`config.mk`:
```
export PLATFORM = sky130hd
export DESIGN_NAME = muldiv_sequencer
export DESIGN_NICKNAME = d
export VERILOG_FILES = /design/src/rtl/riscv_pkg.sv /design/src/rtl/muldiv_datapath.sv /design/src/rtl/muldiv_sequencer.sv
export SDC_FILE = /design/constraint.sdc
export NUM_CORES = 1
export LEC_CHECK = 0
export CAP_MARGIN = 10
export CORE_ASPECT_RATIO = 1.1
export CORE_MARGIN = 3
export CORE_UTILIZATION = 35
export DETAILED_ROUTE_END_ITERATION = 10
export MAX_ROUTING_LAYER = met4
export PLACE_DENSITY = 0.49
export SLEW_MARGIN = 20
export SYNTH_ARGS = -nofsm -noshare
export SYNTH_HDL_FRONTEND = slang
export SYNTH_HIERARCHICAL = 1
export SYNTH_SLANG_ARGS = --single-unit
```
`constraint.sdc`:
```
create_clock -name clk -period 7.5 [get_ports clk]
set_input_delay 1.125 -clock clk [delete_from_list [all_inputs] [get_ports clk]]
set_output_delay 1.125 -clock clk [all_outputs]
set_load 0.01 [all_outputs]
```
`src/rtl/riscv_pkg.sv`:
```
// Shared RV32 definitions: M-extension funct3 encodings, the mul/div
// sequencer state encoding and the default register width.
package riscv_pkg;

    localparam int RV_XLEN = 32;

    typedef enum logic [2:0] {
        OP_MUL    = 3'b000,
        OP_MULH   = 3'b001,
        OP_MULHSU = 3'b010,
        OP_MULHU  = 3'b011,
        OP_DIV    = 3'b100,
        OP_DIVU   = 3'b101,
        OP_REM    = 3'b110,
        OP_REMU   = 3'b111
    } mdOp_t;

    typedef enum logic [1:0] {
        IDLE = 2'd0,
        RUN  = 2'd1,
        DONE = 2'd2
    } mdState_t;

endpackage

```
`src/rtl/muldiv_datapath.sv`:
```
// One-bit-per-cycle shift-add multiplier / restoring divider working on
// operand magnitudes, with sign conversion on the way in and out.
// The corrected result is derived from the post-step accumulator so the
// sequencer can capture it on the same edge as the final iteration.
module muldiv_datapath
    import riscv_pkg::*;
#(
    parameter int XLEN = RV_XLEN
) (
    input  logic            clk,
    input  logic            rst,
    input  logic            load,
    input  logic            step,
    input  logic [2:0]      funct3,
    input  logic [XLEN-1:0] srcA,
    input  logic [XLEN-1:0] srcB,
    output logic [XLEN-1:0] stepResult
);

    logic [2*XLEN-1:0] accReg;
    logic [2*XLEN-1:0] accNext;
    logic [XLEN-1:0]   opB;
    mdOp_t             opReg;
    logic              negRes;
    logic              negRem;

    mdOp_t             opIn;
    logic              signA;
    logic              signB;
    logic [XLEN-1:0]   magA;
    logic [XLEN-1:0]   magB;

    logic [XLEN:0]     mulSum;
    logic [XLEN:0]     divTrial;
    logic [XLEN:0]     divDiff;
    logic [2*XLEN-1:0] prodFix;
    logic [XLEN-1:0]   quoFix;
    logic [XLEN-1:0]   remFix;

    // Operand signedness and magnitudes for the incoming op
    always_comb begin
        opIn  = mdOp_t'(funct3);
        signA = (opIn inside {OP_MULH, OP_MULHSU, OP_DIV, OP_REM}) & srcA[XLEN-1];
        signB = (opIn inside {OP_MULH, OP_DIV, OP_REM}) & srcB[XLEN-1];
        magA  = signA ? -srcA : srcA;
        magB  = signB ? -srcB : srcB;
    end

    // Single iteration: add-and-shift-right for multiply, shift-and-trial-subtract for divide
    always_comb begin
        mulSum   = {1'b0, accReg[2*XLEN-1:XLEN]} + (accReg[0] ? {1'b0, opB} : '0);
        divTrial = accReg[2*XLEN-1:XLEN-1];
        divDiff  = divTrial - {1'b0, opB};
        if (!opReg[2]) begin
            accNext = {mulSum, accReg[XLEN-1:1]};
        end else if (!divDiff[XLEN]) begin
            accNext = {divDiff[XLEN-1:0], accReg[XLEN-2:0], 1'b1};
        end else begin
            accNext = {divTrial[XLEN-1:0], accReg[XLEN-2:0], 1'b0};
        end
    end

    // Sign correction and result word selection
    always_comb begin
        prodFix = negRes ? -accNext : accNext;
        quoFix  = negRes ? -accNext[XLEN-1:0] : accNext[XLEN-1:0];
        remFix  = negRem ? -accNext[2*XLEN-1:XLEN] : accNext[2*XLEN-1:XLEN];
        case (opReg)
            OP_MUL:                       stepResult = prodFix[XLEN-1:0];
            OP_MULH, OP_MULHSU, OP_MULHU: stepResult = prodFix[2*XLEN-1:XLEN];
            OP_DIV, OP_DIVU:              stepResult = quoFix;
            default:                      stepResult = remFix;
        endcase
    end

    // Operand capture on accept, one iteration per step cycle
    always_ff @(posedge clk or posedge rst) begin
        if (rst) begin
            accReg <= '0;
            opB    <= '0;
            opReg  <= OP_MUL;
            negRes <= 1'b0;
            negRem <= 1'b0;
        end else if (load) begin
            accReg <= {{XLEN{1'b0}}, magA};
            opB    <= magB;
            opReg  <= opIn;
            negRes <= signA ^ signB;
            negRem <= signA;
        end else if (step) begin
            accReg <= accNext;
        end
    end

endmodule

```
`src/rtl/muldiv_sequencer.sv`:
```
// RV32M iterative multiply/divide controller for the execute stage.
// Stalls the front of the pipeline while busy and presents the result
// with a single-cycle done pulse.
//
//   state | meaning
//   IDLE  | waiting for an M-op; stall follows start
//   RUN   | iterating, one bit per cycle, XLEN cycles
//   DONE  | result valid for one cycle, then back to IDLE
module muldiv_sequencer
    import riscv_pkg::*;
#(
    parameter int XLEN  = RV_XLEN,
    parameter int CNT_W = 6
) (
    input  logic            clk,
    input  logic            rst,
    input  logic            start,
    input  logic [2:0]      funct3,
    input  logic [XLEN-1:0] src_a,
    input  logic [XLEN-1:0] src_b,
    input  logic            flush,
    output logic            stall_o,
    output logic            done_o,
    output logic [XLEN-1:0] result_o
);

    mdState_t         state;
    mdState_t         stateNext;
    logic [CNT_W-1:0] cnt;
    logic             accept;
    logic             stepEn;
    logic             lastIter;
    logic             divZero;
    logic             divOvf;
    logic             special;
    logic [XLEN-1:0]  specialVal;
    logic [XLEN-1:0]  dpResult;
    logic [XLEN-1:0]  resultReg;

    muldiv_datapath #(.XLEN(XLEN)) uDatapath (
        .clk        (clk),
        .rst        (rst),
        .load       (accept),
        .step       (stepEn),
        .funct3     (funct3),
        .srcA       (src_a),
        .srcB       (src_b),
        .stepResult (dpResult)
    );

    // Divide-by-zero and signed overflow bypass the iterative datapath
    always_comb begin
        divZero = funct3[2] & (src_b == '0);
        divOvf  = (mdOp_t'(funct3) inside {OP_DIV, OP_REM})
                  & (src_a == {1'b1, {(XLEN-1){1'b0}}}) & (src_b == '1);
        special = divZero | divOvf;
        if (divZero) begin
            specialVal = funct3[1] ? src_a : '1;
        end else begin
            specialVal = funct3[1] ? '0 : {1'b1, {(XLEN-1){1'b0}}};
        end
        lastIter = (cnt == CNT_W'(XLEN-1));
    end

    // Next-state and control decode
    always_comb begin
        stateNext = state;
        stall_o   = 1'b0;
        accept    = 1'b0;
        stepEn    = 1'b0;
        case (state)
            IDLE: begin
                stall_o = start;
                if (start && !flush) begin
                    accept    = 1'b1;
                    stateNext = special ? DONE : RUN;
                end
            end
            RUN: begin
                stall_o = 1'b1;
                if (flush) begin
                    stateNext = IDLE;
                end else begin
                    stepEn = 1'b1;
                    if (lastIter) begin
                        stateNext = DONE;
                    end
                end
            end
            DONE:    stateNext = IDLE;
            default: stateNext = IDLE;
        endcase
    end

    // State register and iteration counter (counter is zero outside RUN)
    always_ff @(posedge clk or posedge rst) begin
        if (rst) begin
            state <= IDLE;
            cnt   <= '0;
        end else begin
            state <= stateNext;
            cnt   <= (state == RUN && stateNext == RUN) ? cnt + 1'b1 : '0;
        end
    end

    // Result is captured only on entry to DONE and held until the next op completes
    always_ff @(posedge clk or posedge rst) begin
        if (rst) begin
            resultReg <= '0;
        end else if (accept && special) begin
            resultReg <= specialVal;
        end else if (stepEn && lastIter) begin
            resultReg <= dpResult;
        end
    end

    assign done_o   = (state == DONE);
    assign result_o = resultReg;

endmodule
```
==> impl_metrics.env <==
export IMPL_status="complete, no violations"
export IMPL_combPwrFrac=0.691
export IMPL_viasPerCell=6.23
export IMPL_cts_hold_buffers=0
export IMPL_ys_ff_latch=141
export IMPL_route_vias_total=17500
export IMPL_hold_viol=0
export IMPL_wl_per_cell_um=25.4
export IMPL_worstSetupPathType="flop to flop"
export IMPL_critPathMaxFanout=7
export IMPL_grt_max_degree=132
export IMPL_r2r_setup_slack_ps=940
export IMPL_clk_latency_ps=490
export IMPL_r2r_start="uDatapath/accReg[31]"
export IMPL_grt_ovfl_total=0
export IMPL_finalCritPeriodShare=0.875
export IMPL_arrival_ps=6990
export IMPL_synthTopCellsByArea="dfrtp_1, nor2_1, a21oi_1"
export IMPL_clockRootBuffer="clkbuf_16"
export IMPL_setup_slack_ps=935
export IMPL_period_minus_slack_ps=6560
export IMPL_synth_edff_count=0
export IMPL_die_x_um=211
export IMPL_instances_no_fill=2815
export IMPL_synth_top_cell_area_share=0.218
export IMPL_reg2reg_depth=22
export IMPL_dp_cells=2784
export IMPL_setup_viol=0
export IMPL_finalSetupTns_ps=0
export IMPL_fmax_mhz=152
export IMPL_clock_sinks=141
export IMPL_final_common_cell="nor2_1"
export IMPL_layout_common_cells="nor2_1, a21oi_1, nand2_1"
export IMPL_rows=82
export IMPL_switching_power_w=0.00358
export IMPL_power_frac_clock=0.129
export IMPL_cts_setup_buffers=0
export IMPL_drt_wl_total_mm=71.4
export IMPL_synth_seq_area_share=0.218
export IMPL_grt_pass1_vias=16600
export IMPL_ys_warn_count=6
export IMPL_io_buffers=104
export IMPL_synth_top_cell_by_area="dfrtp_1"
export IMPL_area_delta_synth_final_pct=12.3
export IMPL_die_y_um=232
export IMPL_synth_main_ff_cell="dfrtp_1"
export IMPL_grt_usage=0.297
export IMPL_slew_violations=0
export IMPL_intPower_w=0.00292
export IMPL_dp_hpwl_mm=55.0
export IMPL_worstSetupStartpoint="uDatapath/accReg[31]"
export IMPL_antennaDiodeCount=0
export IMPL_antenna_left=0
export IMPL_fin_worst_skew_ps=12.5
export IMPL_seqPwrFrac=0.181
export IMPL_cp_required_ps=7920
export IMPL_switching_share=0.551
export IMPL_clk_pin_slew_ps=60
export IMPL_clock_path_buffers=2
export IMPL_synth_distinct_cells=112
export IMPL_end_kind="flop"
export IMPL_fin_nets=2357
export IMPL_worst_pin_slew_ps=1050
export IMPL_leakagePower_nw=7.13
export IMPL_power_density_nw_per_um2=357
export IMPL_grt_pass1_wl_mm=106
export IMPL_cts_tree="yes"
export IMPL_coreArea_um2=45700
export IMPL_gp_congestion=0.946
export IMPL_num_fill_cells=4846
export IMPL_cts_made_buffers=17
export IMPL_syn_avg_cell_area_um2=7.37
export IMPL_r2r_end="result_o[16]"
export IMPL_synth_cells=2195
export IMPL_synth_nets=2337
export IMPL_hp_class="flop to flop"
export IMPL_cap_violations=0
export IMPL_ios=105
export IMPL_start_util=0.355
export IMPL_drtPass1Iterations=5
export IMPL_cts_max_level=4
export IMPL_post_cts_resized=0
export IMPL_crit_path_end="result_o[16]"
export IMPL_ys_async_sr_fraction=1.00
export IMPL_drc_errors=0
export IMPL_relSlewSlack=0.294
export IMPL_antenna_found_initial=2
export IMPL_place_ws_ps=1020
export IMPL_critPathLaunchType="flop"
export IMPL_irDropWorstVdd_v=0.000221
export IMPL_syn_area_um2=16200
export IMPL_die_area_um2=48900
export IMPL_drive_gt1_frac=0.0624
export IMPL_drtIter0Drc=1518
export IMPL_rsz0062_at_grt="no"
-- routing by layer --
layer / share of wire / vias up / GRT usage
met3: 0.061 / 120 / 0.0475
met1: 0.42 / 8564 / 0.372
met2: 0.47 / 718 / 0.480
met4: 0.043 / 0 / 0.118
li1: - / 8144 / -
met5: 0 / - / -
-- power groups by stage --
stage               clock (W)  combinational, W  sequential (W)
global route         0.000894           0.00483         0.00120
finish               0.000836           0.00449         0.00117
CTS                  0.000866           0.00439         0.00117
floorplan                   0           0.00307         0.00106
global placement            0           0.00438         0.00118
detailed placement          0           0.00437         0.00118
-- cell families after synthesis --
kind of cell	Yosys count	synth area share
fa+ha+maj	71	0.0558
mux	68	0.0427
buf+inv	215	0.0578
flops	141	0.218
compound gates	749	0.311
xor+xnor	147	0.0795
simple gates	804	0.235
-- metrics by stage --
| stage | util | power (W) | hold WS (ps) | area, um2 |
|---|---|---|---|---|
| 3_3_place_gp | 0.386 | 0.00556 | 462 | 17600 |
| 3_5_place_dp | 0.386 | 0.00555 | 457 | 17600 |
| 2_1_floorplan | - | 0.00413 | 432 | 16200 |
| 5_1_grt | 0.398 | 0.00693 | 493 | 18200 |
| 6_report | 0.398 | 0.00650 | 463 | 18200 |
| 4_1_cts | 0.398 | 0.00643 | 468 | 18200 |
-- worst min-delay path by stage --
stage	startpoint	to	slack [ps]	cells past startpoint
6_report	cnt[0]	cnt[0]	460	1
5_1_grt	cnt[0]	cnt[0]	490	1
4_1_cts	cnt[0]	cnt[0]	470	1
3_5_place_dp	cnt[0]	cnt[0]	460	1
3_3_place_gp	cnt[0]	cnt[0]	460	1
2_1_floorplan	cnt[0]	cnt[0]	430	1
-- worst max-delay path, stage by stage, from the launching register on --
cell       delay (ps)
dfrtp_1           480
inv_1              80
ha_1              220
fa_1              410
and2b_1           280
o2111ai_2         220
a211oi_4          490
o211a_4           280
nor4_4             70
o21ai_2           470
a21boi_0          330
ha_1              240
nand2_1            90
or3_1             410
or2_2             390
or3_1             430
o21ai_0           680
nand3_1           150
a32o_1            280
o21ai_0            70
nor2_1            100
o22ai_1           160
o22a_1            160
-- layout make-up --
class / count / area, um2 / share of cell area
timing repair buffer: 143 / 1360 / 0.0748
clock buffer: 21 / 450 / 0.0248
sequential: 141 / 3530 / 0.194
clock inverter: 10 / 92.6 / 0.00509
multi-input combinational: 1839 / 11700 / 0.645
tap: 588 / 736 / 0.0405
inverter: 73 / 282 / 0.0155
-- state kept, by name, indices dropped and copies added, names as in the netlist --
register / count
uDatapath/opReg: 3
uDatapath/accReg: 64
result_o: 32
cnt: 6
uDatapath/opB: 32
uDatapath/negRem: 1
uDatapath/negRes: 1
state: 2
-- cell usage after synthesis, drive strengths merged, types with 8 or more instances --
cell type	n
mux2i	60
nor3	63
a211o	9
xor2	60
a21boi	8
clkbuf	88
ha	69
o21ai	168
o41ai	15
nand2b	17
nand4	36
a31oi	30
or3	22
nor4	41
mux2	8
o211ai	11
nor2b	11
o22a	32
o21a	21
o31ai	25
a21oi	204
or2	14
and3	13
nand3	39
and2	13
a211oi	45
o221ai	12
dfrtp	141
xnor2	87
buf	54
a2111oi	8
a21o	27
inv	72
o22ai	46
nand2	179
a41oi	8
nor2	323
No activity file was read; power rests on OpenSTA's default activity.
